[src/rtl/sis_crfetch_pkg.sv]
`default_nettype none
// ============================================================================
// Module      : sis_crfetch_pkg
// Description : Shared types and constants for the CR-data record fetcher:
//               FSM state encoding, default record size, bus width and the
//               helper that sizes a fetch in bus words.
// Revision    : 1.0 - initial release
// ============================================================================
package sis_crfetch_pkg;

   localparam int c_REC_BYTES_DEF = 17;
   localparam int c_BUS_W         = 64;

   typedef enum logic [2:0] {
      ST_IDLE = 3'd0,
      ST_REQ  = 3'd1,
      ST_WAIT = 3'd2,
      ST_PACK = 3'd3,
      ST_DONE = 3'd4
   } state_t;

   // Number of 8-byte bus words touched by a record starting at byte offset off.
   function automatic int calc_nwords(input int off, input int rec_bytes);
      return (off + rec_bytes + 7) >> 3;
   endfunction

endpackage
`default_nettype wire

[src/rtl/sis_crdata_align.sv]
`default_nettype none
// ============================================================================
// Module      : sis_crdata_align
// Description : Combinational byte shifter. Extracts REC_BYTES consecutive
//               bytes starting at byte offset off from the little-endian
//               concatenation of the fetched bus words.
// Revision    : 1.0 - initial release
// ============================================================================
module sis_crdata_align
   import sis_crfetch_pkg::*;
#(
   parameter int REC_BYTES = c_REC_BYTES_DEF,
   parameter int MAX_WORDS = 8
) (
   input  logic [MAX_WORDS*c_BUS_W-1:0] buf_flat,
   input  logic [2:0]                   off,
   output logic [8*REC_BYTES-1:0]       rec
);

   localparam int c_RW = 8 * REC_BYTES;

   // Word 0 holds the lowest addresses, so a right shift by off bytes
   // brings the first record byte down to bit 0.
   assign rec = c_RW'(buf_flat >> {off, 3'b000});

endmodule
`default_nettype wire

[src/rtl/sis_crdata_fetch.sv]
`default_nettype none
// ============================================================================
// Module      : sis_crdata_fetch
// Description : Fetches one REC_BYTES-byte CR record at
//               table_base + mode_index*REC_BYTES over a 64-bit Avalon-MM
//               read master (one outstanding read), realigns it and returns
//               it as a flat byte vector through a call/return handshake.
//               Optional build macro SIS_CRFETCH_CACHE_EN adds a one-entry
//               record-address tag so a repeated call returns immediately.
// Revision    : 1.0 - initial release
// ============================================================================
module sis_crdata_fetch
   import sis_crfetch_pkg::*;
#(
   parameter int REC_BYTES = c_REC_BYTES_DEF,
   parameter int MAX_WORDS = 8
) (
   input  logic                   clock,
   input  logic                   resetn,
   input  logic                   start,
   output logic                   busy,
   output logic                   done,
   input  logic                   stall,
   input  logic [63:0]            table_base,
   input  logic [15:0]            mode_index,
   output logic [8*REC_BYTES-1:0] crdata_out,
   output logic [63:0]            avmm_0_rw_address,
   output logic [7:0]             avmm_0_rw_byteenable,
   output logic                   avmm_0_rw_read,
   input  logic                   avmm_0_rw_waitrequest,
   input  logic                   avmm_0_rw_readdatavalid,
   input  logic [63:0]            avmm_0_rw_readdata,
   output logic                   avmm_0_rw_write,
   output logic [63:0]            avmm_0_rw_writedata
);

   localparam int c_RW = 8 * REC_BYTES;
   localparam int c_KW = $clog2(MAX_WORDS + 1);
   localparam int c_IW = (MAX_WORDS > 1) ? $clog2(MAX_WORDS) : 1;

   state_t                       r_state;
   state_t                       w_state_next;
   logic [c_BUS_W-1:0]           r_buf [MAX_WORDS];
   logic [MAX_WORDS*c_BUS_W-1:0] w_buf_flat;
   logic [c_BUS_W-1:0]           r_word_ptr;
   logic [2:0]                   r_off;
   logic [c_KW-1:0]              r_nwords;
   logic [c_KW-1:0]              r_k;
   logic [c_KW-1:0]              w_k_inc;
   logic [c_KW-1:0]              w_nwords;
   logic [c_RW-1:0]              r_crdata;
   logic [c_RW-1:0]              w_rec;
   logic [c_BUS_W-1:0]           w_rec_addr;
   logic                         w_accept;
   logic                         w_last_word;
   logic                         w_hit;

   // Record address with 64-bit wrap; the index product is zero-extended.
   assign w_rec_addr  = table_base + (c_BUS_W'(mode_index) * c_BUS_W'(REC_BYTES));
   assign w_nwords    = c_KW'(calc_nwords(int'(w_rec_addr[2:0]), REC_BYTES));
   assign w_accept    = start && (r_state == ST_IDLE);
   assign w_k_inc     = r_k + c_KW'(1);
   assign w_last_word = (w_k_inc == r_nwords);

`ifdef SIS_CRFETCH_CACHE_EN
   logic [c_BUS_W-1:0] r_tag_addr;
   logic [c_BUS_W-1:0] r_rec_addr;
   logic               r_tag_valid;

   assign w_hit = r_tag_valid && (r_tag_addr == w_rec_addr);

   // Remember the address of the last fully fetched record.
   always_ff @(posedge clock or negedge resetn) begin
      if (!resetn) begin
         r_tag_addr  <= '0;
         r_rec_addr  <= '0;
         r_tag_valid <= 1'b0;
      end else begin
         if (w_accept)
            r_rec_addr <= w_rec_addr;
         if (r_state == ST_PACK) begin
            r_tag_addr  <= r_rec_addr;
            r_tag_valid <= 1'b1;
         end
      end
   end
`else
   assign w_hit = 1'b0;
`endif

   // State register.
   always_ff @(posedge clock or negedge resetn) begin
      if (!resetn)
         r_state <= ST_IDLE;
      else
         r_state <= w_state_next;
   end

   // Next-state decode; readdatavalid only matters while waiting for a word.
   always_comb begin
      w_state_next = r_state;
      case (r_state)
         ST_IDLE: if (start) w_state_next = w_hit ? ST_DONE : ST_REQ;
         ST_REQ:  if (!avmm_0_rw_waitrequest) w_state_next = ST_WAIT;
         ST_WAIT: if (avmm_0_rw_readdatavalid)
                     w_state_next = w_last_word ? ST_PACK : ST_REQ;
         ST_PACK: w_state_next = ST_DONE;
         ST_DONE: if (!stall) w_state_next = ST_IDLE;
         default: w_state_next = ST_IDLE;
      endcase
   end

   // Call parameters, word buffer and the registered record.
   always_ff @(posedge clock or negedge resetn) begin
      if (!resetn) begin
         r_word_ptr <= '0;
         r_off      <= '0;
         r_nwords   <= '0;
         r_k        <= '0;
         r_crdata   <= '0;
         for (int i = 0; i < MAX_WORDS; i++)
            r_buf[i] <= '0;
      end else begin
         if (w_accept) begin
            r_word_ptr <= {w_rec_addr[63:3], 3'b000};
            r_off      <= w_rec_addr[2:0];
            r_nwords   <= w_nwords;
            r_k        <= '0;
         end
         if ((r_state == ST_WAIT) && avmm_0_rw_readdatavalid) begin
            r_buf[r_k[c_IW-1:0]] <= avmm_0_rw_readdata;
            r_k                  <= w_k_inc;
            if (!w_last_word)
               r_word_ptr <= r_word_ptr + c_BUS_W'(8);
         end
         if (r_state == ST_PACK)
            r_crdata <= w_rec;
      end
   end

   for (genvar g = 0; g < MAX_WORDS; g++) begin : g_pack
      assign w_buf_flat[g*c_BUS_W +: c_BUS_W] = r_buf[g];
   end

   sis_crdata_align #(
      .REC_BYTES (REC_BYTES),
      .MAX_WORDS (MAX_WORDS)
   ) u_align (
      .buf_flat (w_buf_flat),
      .off      (r_off),
      .rec      (w_rec)
   );

   assign busy                 = (r_state != ST_IDLE);
   assign done                 = (r_state == ST_DONE);
   assign crdata_out           = r_crdata;
   assign avmm_0_rw_address    = r_word_ptr;
   assign avmm_0_rw_read       = (r_state == ST_REQ);
   assign avmm_0_rw_byteenable = 8'hFF;
   assign avmm_0_rw_write      = 1'b0;
   assign avmm_0_rw_writedata  = '0;

endmodule
`default_nettype wire

[config.mk]
export PLATFORM = sky130hd
export DESIGN_NAME = sis_crdata_fetch
export DESIGN_NICKNAME = d
export VERILOG_FILES = /design/src/rtl/sis_crfetch_pkg.sv /design/src/rtl/sis_crdata_align.sv /design/src/rtl/sis_crdata_fetch.sv
export SDC_FILE = /design/constraint.sdc
export NUM_CORES = 1
export LEC_CHECK = 0
export CORE_ASPECT_RATIO = 0.7
export CORE_MARGIN = 2
export CORE_UTILIZATION = 55
export CTS_BUF_LIST = sky130_fd_sc_hd__clkbuf_2 sky130_fd_sc_hd__clkbuf_4 sky130_fd_sc_hd__clkbuf_8
export DETAILED_ROUTE_END_ITERATION = 8
export HOLD_SLACK_MARGIN = 0.05
export PLACE_DENSITY = 0.83
export SETUP_SLACK_MARGIN = 0.5
export SLEW_MARGIN = 0
export SYNTH_ARGS = -nofsm -noshare
export SYNTH_HDL_FRONTEND = slang
export SYNTH_SLANG_ARGS = --single-unit
[constraint.sdc]
create_clock -name clock -period 6.75 [get_ports clock]
set_clock_uncertainty 0.05 [all_clocks]
set_input_delay 1.35 -clock clock [delete_from_list [all_inputs] [get_ports clock]]
set_output_delay 1.35 -clock clock [all_outputs]
set_load 0.01 [all_outputs]
**Word level (Yosys, flattened, before mapping)**

Index checks and enable logic that the tools add are counted.

- Output and inout bits: 276
- Bits in registers: 726
- Logic and storage cells: 54
- Input bits: 150

- Multipliers: 1
- $lt $le $gt $ge: 2
- Bitwise operators: 1
- Muxes and demuxes: 14
- $add $sub $neg: 5
- Reduce and logical (&&, ||, !) cells: 7
- Equal/unequal tests: 9
- Shift-type cells: 1

Operator list:

| kind | count |
|---|---|
| $bwmux 512 | 1 |
| $shr 512x6->136 | 1 |
| $mux 64 | 4 |
| $demux 64 s3 | 1 |
| $add 64x21->64 | 1 |
| $add 64x4->64 const B | 1 |
| $mul 16x5->21 const B | 1 |
| $pmux 3 s5 | 1 |
| $mux 3 | 4 |
| $mux 4 | 2 |
| $ne 2x2->1 const B | 4 |
| $add 6x3->7 const B | 1 |
| $add 3x5->6 const B | 1 |
| $eq 3x2->1 const B | 2 |
| $add 4x1->4 const B | 1 |
| $eq 4x4->1 | 1 |
| $ge 4x4->1 const B | 1 |
| $lt 4x1->1 const B | 1 |
| $not 3->4 | 1 |
| $reduce_and 4->1 | 1 |
| $eq 3x1->1 const B | 1 |
| $eq 3x3->1 const B | 1 |
| $logic_and 1x1->1 | 3 |
| $logic_not 3->1 | 1 |
| other kinds (3) | 3 |

**Logic depth before layout (Yosys ltp)**

Gate-level depths: netlist of run 1.

- Depth in word-level cells: 6
- Depth in mapped cells: 16
- Depth with buffers taken out: 14

**Modules after synthesis**

A second synthesis of run 1 with hierarchy kept.

- Cells, all modules: 3088
- Area, all modules: 38014.0 sq um

By module, submodules not included:

| module | sequential area each (sq um) | area an instance (sq um) | cells each | times used |
|---|---|---|---|---|
| sis_crdata_fetch | 18092.4 | 32006.9 | 2407 | 1 |
| sis_crdata_align | 0.0 | 6007.0 | 681 | 1 |

**Worst setup path after synthesis of run 1**

No wires, ideal clock.

- Path type: input -> register
- From: input port table_base[14]
- To: register r_word_ptr[57] (netlist: avmm_0_rw_address[57])
- Setup time: 141 ps
- Stages: 15
- Path slack: 2098 ps
- Required time: 6559 ps
- Arrival: 4461 ps
- Buffers on the path: 1
- Path through: ha_1 > ha_1 > inv_1 > fa_1 > inv_1 > ha_1 > a21oi_1 > nor3_1 > a211o_1 > or2_2 > o21a_2 > buf_4 > nand3_1 > mux2i_1 > a211oi_2

- Longest elaborated chain between the ends: 4

Ends and longest elaborated chain:

| element | line | text |
|---|---|---|
| start: declaration | sis_crdata_fetch.sv:24 | `input logic [63:0] table_base,` |
| $add 64x21->64 (*) | sis_crdata_fetch.sv:59 | `assign w_rec_addr = table_base + (c_BUS_W'(mode_index) * c_BUS_W'(REC_BYTES));` |
| $mux 64 (*) | sis_crdata_fetch.sv:124 | `if (w_accept) begin` |
| $mux 64 | sis_crdata_fetch.sv:133 | `if (!w_last_word)` |
| $mux 64 (*) | sis_crdata_fetch.sv:130 | `if ((r_state == ST_WAIT) && avmm_0_rw_readdatavalid) begin` |
| end signal: assignment | sis_crdata_fetch.sv:125 | `r_word_ptr <= {w_rec_addr[63:3], 3'b000};` |
| end signal: assignment | sis_crdata_fetch.sv:134 | `r_word_ptr <= r_word_ptr + c_BUS_W'(8);` |
| end: declaration | sis_crdata_fetch.sv:45 | `logic [c_BUS_W-1:0] r_word_ptr;` |

Every way passes the cells marked *; elsewhere a longest branch is shown, timed or not.
A chain may end at the register's enable or synchronous reset.

**Worst setup path in the final report of run 1**

- From: input port mode_index[6]
- To: register r_word_ptr[28] (netlist: avmm_0_rw_address[28])

- Longest elaborated chain between the ends: 5

Ends and longest elaborated chain:

| element | line | text |
|---|---|---|
| start: declaration | sis_crdata_fetch.sv:25 | `input logic [15:0] mode_index,` |
| $mul 16x5->21 (*) | sis_crdata_fetch.sv:59 |  |
| $add 64x21->64 (*) | sis_crdata_fetch.sv:59 |  |
| $mux 64 (*) | sis_crdata_fetch.sv:124 |  |
| $mux 64 | sis_crdata_fetch.sv:133 |  |
| $mux 64 (*) | sis_crdata_fetch.sv:130 |  |

Marks and branches as above.

==> results.json, run 1 <==
{
  "outcome": "complete, no violations",
  "hold_viol": 0,
  "async_flop_share_pct": 100,
  "drc": 0,
  "maxCapViolCount": 0,
  "rows": 64,
  "drive_gt1_share_pct": 15.3,
  "period_needed_ps": 5000,
  "ys_seq_area_share_pct": 41.1,
  "num_vias": 19863,
  "setup_slack_ps": 1750,
  "slew_violations": 0,
  "cts_root_buf": "clkbuf_8",
  "hp-class": "flop to flop",
  "max_stage_delay_ps": 550,
  "cts_buffer_depth": 3,
  "finalSetupViolCount": 0,
  "p_switching_uw": 5980,
  "rsz0062_at_grt": "false",
  "synth_cells": 2319,
  "vdd_ir_drop_max_mv": 0.287,
  "yosysWarnings": 0,
  "power_density_nw_per_um2": 463,
  "die_w_um": 257,
  "clkLatencyLatePin_ps": 640,
  "fin_tns_setup_ps": 0,
  "core_um2": 43900,
  "clkTransAtPathRegs_ps": 70,
  "combPwrFrac_pct": 51.4,
  "yosys-top-cells-area": "dfrtp_1 (41%), mux2i_1 (16%), mux2_2 (9.6%), o21ai_0 (3.6%), nand2_1 (3.2%)",
  "critPathKind": "input port to flop",
  "synth-edff-count": 0,
  "max_slew_margin_pct": 25.5,
  "cts.repair.resized": 0,
  "power_uw": 13700,
  "cts_tree": "done",
  "power.share.switching_pct": 43.7,
  "crit_top_cell": "ha_1",
  "post-dp-hpwl_um": 58200,
  "avgViaCountPerCell": 6.10,
  "io_buffers": 352,
  "syn_avg_cell_area_um2": 10.6,
  "numCtsBuffers": 61,
  "area_growth_syn_to_layout_pct": 20.4,
  "gr-total-overflow": 0,
  "drt_iter0_markers": 2300,
  "grt_pass1_vias": 19053,
  "intPower_uw": 7700,
  "clkPwrFrac_pct": 16.1,
  "placed_area_um2": 28200,
  "synth_top_area_share_pct": 41.1,
  "antenna_found_initial": 9,
  "dieArea_um2": 46400,
  "ys_top_cells_by_count": "dfrtp_1 (403), mux2i_1 (403), nand2_1 (211)",
  "drt_first_pass_iters": 6,
  "nNetsFinal": 2836,
  "power_frac_seq_pct": 32.5,
  "path_delay_family": "compound AO/OA/AOI/OAI gates",
  "initial_core_util_pct": 55.9,
  "worst_pin_slew_ps": 1110,
  "required_ps": 7240,
  "synth_ff_type": "dfrtp_1",
  "finalCritPeriodShare_pct": 74.0,
  "grt_pass1_wl_um": 117000,
  "start_kind": "input port",
  "ioPinCount": 426,
  "crit_arrival_ps": 5480,
  "dp_slack_ps": 1200,
  "cts.sinks": 403,
  "final_area_um2": 29500,
  "ys_ff_latch": 403,
  "crit_fanout": 7,
  "syn_area_um2": 24500,
  "cts_setup_buffers": 0,
  "grt_max_degree": 266,
  "fmax_mhz": 200,
  "wl_um": 77400,
  "cp-end-kind": "flop",
  "h-tree-depth": 2,
  "routedWlPerCell_um": 23.8,
  "critPathBufInv": 3,
  "synth_top_cell_by_area": "dfrtp_1",
  "ys_types": 75,
  "leakagePower_uw": 0.0129,
  "gp_congestion": 0.964,
  "ant_nets": 0,
  "grt_use_total_pct": 32.7,
  "cp_slowest_cell": "o31a_1",
  "fp.dieH_um": 181,
  "cp_cell_sequence": "clkdlybuf4s50_1, ha_1, ha_1, inv_1, fa_1, inv_1, ha_1, a21o_1, a21oi_1, o211ai_2, a31oi_2, o31a_1, nor3_1, xnor2_1, a221oi_1",
  "fin_hold_ws_ps": 428,
  "ctsHoldBuffers": 0
}
-- power groups by stage --
stage | clock network [uW] | registers (uW) | logic [uW]
6_report | 2200 | 4450 | 7030
5_1_grt | 2320 | 4560 | 7480
4_1_cts | 2220 | 4410 | 6920
3_5_place_dp | 0 | 4440 | 6870
3_3_place_gp | 0 | 4380 | 6720
2_1_floorplan | 0 | 4190 | 4150
-- sequential cells by signal (all words and copies together), names as in the netlist --
register and count:
r_buf 192, crdata_out 136, avmm_0_rw_address 64, r_k 4, r_off 3, r_state 3
r_nwords 1
-- layout make-up --
class                      instances  area, um^2
inverter                          45         169
fill                            3330       14300
tap                              594         743
timing repair buffer             373        3740
clock buffer                      94        1180
antenna                            2        5.00
clock inverter                    19         160
sequential                       403       10100
multi-input combinational       1727       13500
-- path summary, 6_finish.rpt --
check | from | to | slack [ps] | cells past startpoint
worst min register to register | crdata_out[89] | crdata_out[89] | 430 | 2
worst max-delay path | mode_index[6] | avmm_0_rw_address[28] | 1750 | 15
worst min-delay path | crdata_out[89] | crdata_out[89] | 430 | 2
worst max register to register | r_k[0] | avmm_0_rw_address[37] | 3260 | 10
min in group asynchronous | resetn | avmm_0_rw_address[45] | 640 | 1
max in group asynchronous | resetn | r_off[2] | 4460 | 2
-- per-stage QoR --
| stage | util (%) | instances |
|---|---|---|
| floorplan | - | 2390 |
| global placement | 64.3 | 3142 |
| detailed placement | 64.3 | 3142 |
| CTS | 67.3 | 3255 |
| global route | 67.3 | 3257 |
| finish | 67.3 | 3257 |
-- placed cells by master (no fill, tap or decap), drive strengths merged, types with 36 or more instances in the layout --
| master | n |
|---|---|
| mux2i | 403 |
| dfrtp | 403 |
| clkdlybuf4s50 | 351 |
| nand2 | 211 |
| mux2 | 209 |
| o21ai | 177 |
| a21oi | 108 |
| clkbuf | 94 |
| nor2 | 84 |
| conb | 73 |
| ha | 62 |
| inv | 46 |
| nand3 | 44 |
| nand4 | 43 |
| xor2 | 36 |
| nor3 | 36 |
-- worst register-to-register path, stage by stage, from the launching register on --
cell and delay, ps:
dfrtp_1 540, ha_1 390, nand2_1 60, o22ai_1 280, nand2_1 130, nand2_1 610
buf_4 450, nand2_1 400, a21oi_1 280, a21o_1 110, a21oi_1 40
-- per-layer routing --
metal | up-vias | part of all wire, % | track usage (%)
met3 | 157 | 11 | 9.92
met4 | 2 | 3.2 | 10.2
met1 | 9852 | 43 | 47.1
li1 | 8839 | - | -
met5 | - | 0.017 | 0
met2 | 1013 | 43 | 47.3
-- cells by family (layout without fill, tap and decap cells) --
logic type | count (synthesis) | count (layout) | synth area share [%]
xor gates and xnor gates | 58 | 58 | 2.07
and+or+nand+nor | 510 | 510 | 10.1
adders and majority gates | 75 | 75 | 4.22
AOI/OAI and AO/OA | 374 | 374 | 8.88
buffers and inverters | 260 | 531 | 5.35
DFF | 403 | 403 | 41.1
other | 2 | 75 | 0.0306
muxes | 637 | 637 | 28.3
No activity file was read; power rests on OpenSTA's default activity.
==> run 2, diff against run 1 <==
==> constraint.sdc (replaced) <==
create_clock -name clock -period 5.2 [get_ports clock]
set_clock_uncertainty 0.05 [all_clocks]
set_input_delay 1.04 -clock clock [delete_from_list [all_inputs] [get_ports clock]]
set_output_delay 1.04 -clock clock [all_outputs]
set_load 0.01 [all_outputs]
==> results.json, run 2 (synthesized netlist as in run 1, its figures left out) <==
{
  "fp.dieH_um": 181,
  "antenna_found_initial": 8,
  "fin_tns_setup_ps": 0,
  "cts_setup_buffers": 0,
  "clkPwrFrac_pct": 16.0,
  "leakagePower_uw": 0.0130,
  "maxCapViolCount": 0,
  "crit_arrival_ps": 4940,
  "max_slew_margin_pct": 19.6,
  "start_kind": "input port",
  "period_needed_ps": 4470,
  "post-dp-hpwl_um": 59400,
  "grt_max_degree": 180,
  "gp_congestion": 0.972,
  "grt_pass1_wl_um": 118000,
  "nNetsFinal": 2849,
  "hp-class": "input port to asynchronous set/reset pin",
  "clkLatencyLatePin_ps": 660,
  "power.share.switching_pct": 43.8,
  "cp-end-kind": "flop",
  "dieArea_um2": 46400,
  "final_util_pct": 67.7,
  "finalCritPeriodShare_pct": 86.0,
  "initial_core_util_pct": 55.9,
  "power_density_nw_per_um2": 602,
  "required_ps": 5670,
  "worst_pin_slew_ps": 1190,
  "slew_violations": 0,
  "h-tree-depth": 2,
  "cts.sinks": 403,
  "io_buffers": 352,
  "rows": 64,
  "finalSetupViolCount": 0,
  "drc": 0,
  "final_cell_mix": "mux2i_1 (403), dfrtp_1 (400), clkdlybuf4s50_1 (351), nand2_1 (211), mux2_2 (209)",
  "fmax_mhz": 224,
  "ant_nets": 0,
  "cts_buffer_depth": 3,
  "routedWlPerCell_um": 23.9,
  "numCtsBuffers": 60,
  "intPower_uw": 10000,
  "wl_um": 78200,
  "gr-total-overflow": 0,
  "drt_iter0_markers": 2295,
  "area_growth_syn_to_layout_pct": 21.0,
  "combPwrFrac_pct": 51.4,
  "cts_root_buf": "clkbuf_8",
  "critPathKind": "input port to flop",
  "grt_pass1_vias": 19283,
  "top_layer": "met4",
  "rsz0062_at_grt": "false",
  "num_vias": 19969,
  "power_frac_seq_pct": 32.6,
  "wl_met2_um": 33100,
  "wl_met1_um": 33800,
  "vdd_ir_drop_max_mv": 0.468,
  "hold_viol": 0,
  "outcome": "complete, no violations",
  "crit_fanout": 6,
  "die_w_um": 257,
  "cts_tree": "done",
  "drt_first_pass_iters": 6,
  "core_um2": 43900,
  "top_register": "r_buf",
  "drive_gt1_share_pct": 15.7,
  "grt_use_total_pct": 33.1,
  "layout_commonest_cell": "mux2i_1",
  "num-fill-cells": 3322,
  "ioPinCount": 426,
  "largest_register_ffs": 192,
  "avgViaCountPerCell": 6.10,
  "routed-wl-met3_um": 8870,
  "clkTransAtPathRegs_ps": 70,
  "p_switching_uw": 7840
}
## run 2: critical path: stages
cell	delay, ps
clkdlybuf4s50_1	480
ha_1	230
ha_1	280
inv_1	60
fa_1	530
inv_1	40
ha_1	380
a21oi_1	260
nor3_1	90
a211o_1	310
or2_2	330
o211ai_1	300
buf_4	230
or3_1	130
xor2_1	150
a21oi_1	80
## run 2: final timing paths
path	startpoint	to	slack (ps)	depth (start not counted)
setup / recovery	mode_index[14]	avmm_0_rw_address[55]	730	16
hold / removal	resetn	avmm_0_rw_address[46]	370	1
setup reg to reg	avmm_0_rw_address[9]	avmm_0_rw_address[32]	1980	8
hold reg to reg	r_nwords[1]	r_nwords[1]	430	1
max in group asynchronous	resetn	crdata_out[35]	3510	2
min in group clock	r_nwords[1]	r_nwords[1]	430	1
## run 2: power by group through the flow
stage / Combinational [uW] / Sequential (uW) / Clock [uW]
finish: 9190 / 5830 / 2870
global route: 9780 / 5960 / 3030
CTS: 9030 / 5760 / 2890
detailed placement: 8980 / 5810 / 0
global placement: 8760 / 5720 / 0
floorplan: 5390 / 5440 / 0
## run 2: per-stage QoR
stage          cells  cell area (um^2)  hold slack [ps]  power, uW  setup WS, ps
6_report        3273             29700              371      17900           730
4_1_cts         3268             29700              407      17700           757
3_5_place_dp    3156             28300              421      14800          87.3
5_1_grt         3270             29700              433      18800           553
3_3_place_gp    3156             28300              412      14500           207
2_1_floorplan   2390             24800              398      10800           858
## run 2: final cells by class
class	count	area, um^2	area share [%]
inverter	45	169	0.569
multi-input combinational	1727	13500	45.3
antenna	5	12.5	0.0421
clock buffer	96	1190	4.01
timing repair buffer	387	3880	13.1
clock inverter	16	151	0.510
tap	594	743	2.50
sequential	403	10100	34.0
## run 2: per-layer routing
| metal | up-vias | GRT usage [%] |
|---|---|---|
| li1 | 8876 | - |
| met1 | 9907 | 48.3 |
| met2 | 1035 | 47.1 |
| met3 | 151 | 10.1 |
| met4 | 0 | 10.7 |
| met5 | - | 0 |
## run 2: timing repair
action | CTS | global route
resized for setup | 0 | 1
hold buffers | 0 | 0
endpoints found under the setup margin | 0 | 1
==> run 3, diff against run 2 <==
--- a/config.mk
+++ b/config.mk
@@ -10,6 +10,7 @@
 export CORE_UTILIZATION = 55
 export CTS_BUF_LIST = sky130_fd_sc_hd__clkbuf_2 sky130_fd_sc_hd__clkbuf_4 sky130_fd_sc_hd__clkbuf_8
 export DETAILED_ROUTE_END_ITERATION = 8
+export GPL_TIMING_DRIVEN = 0
 export HOLD_SLACK_MARGIN = 0.05
 export PLACE_DENSITY = 0.83
 export SETUP_SLACK_MARGIN = 0.5
==> results.json, run 3 (synthesized netlist as in run 1, its figures left out) <==
{
  "outcome": "complete, no violations",
  "avgViaCountPerCell": 6.54,
  "post-dp-hpwl_um": 84100,
  "drc": 0,
  "cp_slowest_cell": "a311oi_1",
  "crit_arrival_ps": 5140,
  "dp.cells": 3340,
  "power_density_nw_per_um2": 642,
  "fmax_mhz": 215,
  "wl_um": 106000,
  "hp-class": "input port to asynchronous set/reset pin",
  "max_slew_margin_pct": 6.76,
  "placed_area_um2": 29200,
  "cp_cell_sequence": "clkdlybuf4s50_1, ha_1, ha_1, inv_1, fa_1, inv_1, ha_1, a21oi_1, o21ai_0, a311oi_1, o31ai_2, buf_4, buf_4, nand4_1, xor2_1, a21oi_1",
  "initial_core_util_pct": 55.9,
  "cts_root_buf": "clkbuf_8",
  "critPathBufInv": 5,
  "finalCritPeriodShare_pct": 89.6,
  "required_ps": 5690,
  "drt_iter0_markers": 3194,
  "maxCapViolCount": 0,
  "final_area_um2": 30800,
  "gp_congestion": 1.10,
  "grt_pass1_vias": 21561,
  "hold_viol": 0,
  "numCtsBuffers": 61,
  "max_stage_delay_ps": 540,
  "slew_violations": 0,
  "num_vias": 22630,
  "h-tree-depth": 2,
  "dieArea_um2": 46400,
  "area_growth_syn_to_layout_pct": 25.4,
  "gr-total-overflow": 0,
  "ioPinCount": 426,
  "num-fill-cells": 3201,
  "vdd_ir_drop_max_mv": 0.408,
  "finalSetupViolCount": 0,
  "crit_top_cell": "ha_1",
  "rows": 64,
  "nNetsFinal": 3036,
  "period_needed_ps": 4660,
  "ant_nets": 0,
  "fp.dieH_um": 181,
  "cp-end-kind": "flop",
  "grt_max_degree": 126,
  "cts_tree": "done",
  "finalNonFillerCells": 3461,
  "top_register": "r_buf",
  "path_delay_family": "adder cells",
  "io_buffers": 352,
  "cts.sinks": 403,
  "die_w_um": 257,
  "rsz0062_at_grt": "false",
  "largest_register_ffs": 192,
  "cts_buffer_depth": 3,
  "clkTransAtPathRegs_ps": 70,
  "drive_gt1_share_pct": 17.8,
  "final_util_pct": 70.1,
  "fin_tns_setup_ps": 0,
  "antenna_found_initial": 6,
  "final_cell_mix": "mux2i_1 (403), dfrtp_1 (403), clkdlybuf4s50_1 (351), nand2_1 (210), mux2_2 (209)",
  "critPathKind": "input port to flop",
  "grt_use_total_pct": 44.6,
  "clkLatencyLatePin_ps": 720,
  "crit_fanout": 10,
  "worst_pin_slew_ps": 1390,
  "leakagePower_uw": 0.0137,
  "start_kind": "input port",
  "drt_first_pass_iters": 8,
  "routedWlPerCell_um": 30.5,
  "core_um2": 43900,
  "grt_pass1_wl_um": 150000
}
-- run 3: final timing paths --
check | startpoint | to | slack, ps | cells past startpoint
setup / recovery | mode_index[15] | avmm_0_rw_address[38] | 540 | 16
hold / removal | resetn | avmm_0_rw_address[46] | 250 | 1
setup reg to reg | r_off[2] | crdata_out[103] | 1350 | 5
hold reg to reg | crdata_out[119] | crdata_out[119] | 430 | 2
max in group asynchronous | resetn | crdata_out[89] | 3370 | 3
min in group clock | crdata_out[119] | crdata_out[119] | 430 | 2
-- run 3: what timing repair did --
item | 4_1_cts | 5_1_grt
setup endpoints to repair | 3 | 20
resized for setup | 0 | 6
setup buffers | 2 | 0
endpoints found under the hold margin | 0 | 0
hold buffers | 0 | 0
pin swaps | 1 | 0
cloned | 0 | 0
-- run 3: per-layer routing --
metal | GRT usage, % | vias up | share of wire (%)
li1 | - | 9277 | -
met5 | 0 | - | 0.11
met2 | 58.0 | 1783 | 38
met1 | 62.7 | 11295 | 41
met3 | 26.7 | 268 | 18
met4 | 10.6 | 7 | 2.7
-- run 3: through the flow --
step	worst slack (ps)	power, uW	hold WS [ps]
final	543	19800	248
after global routing	442	20200	305
after CTS	507	19000	272
after detailed placement	-322	15800	423
after global placement	-13960	15500	416
after floorplan	858	10800	398
-- run 3: cell type report --
| type | count | area [um^2] | share of cell area [%] |
|---|---|---|---|
| clock inverters | 23 | 353 | 1.15 |
| repair buffers | 358 | 3630 | 11.8 |
| clock buffers | 91 | 1180 | 3.85 |
| diodes | 5 | 12.5 | 0.0407 |
| well taps | 594 | 743 | 2.42 |
| flip-flops and latches | 403 | 10100 | 32.8 |
| inverters | 45 | 169 | 0.549 |
| multi-input cells | 1727 | 13400 | 43.7 |
| plain buffers | 215 | 1140 | 3.72 |
-- run 3: power breakdown --
group | internal (uW) | switching (uW) | leakage (uW)
registers | 4370 | 1240 | 0.00513
clock network | 1870 | 1390 | 0.000810
logic | 4200 | 6700 | 0.00775
total | 10400 | 9330 | 0.0137
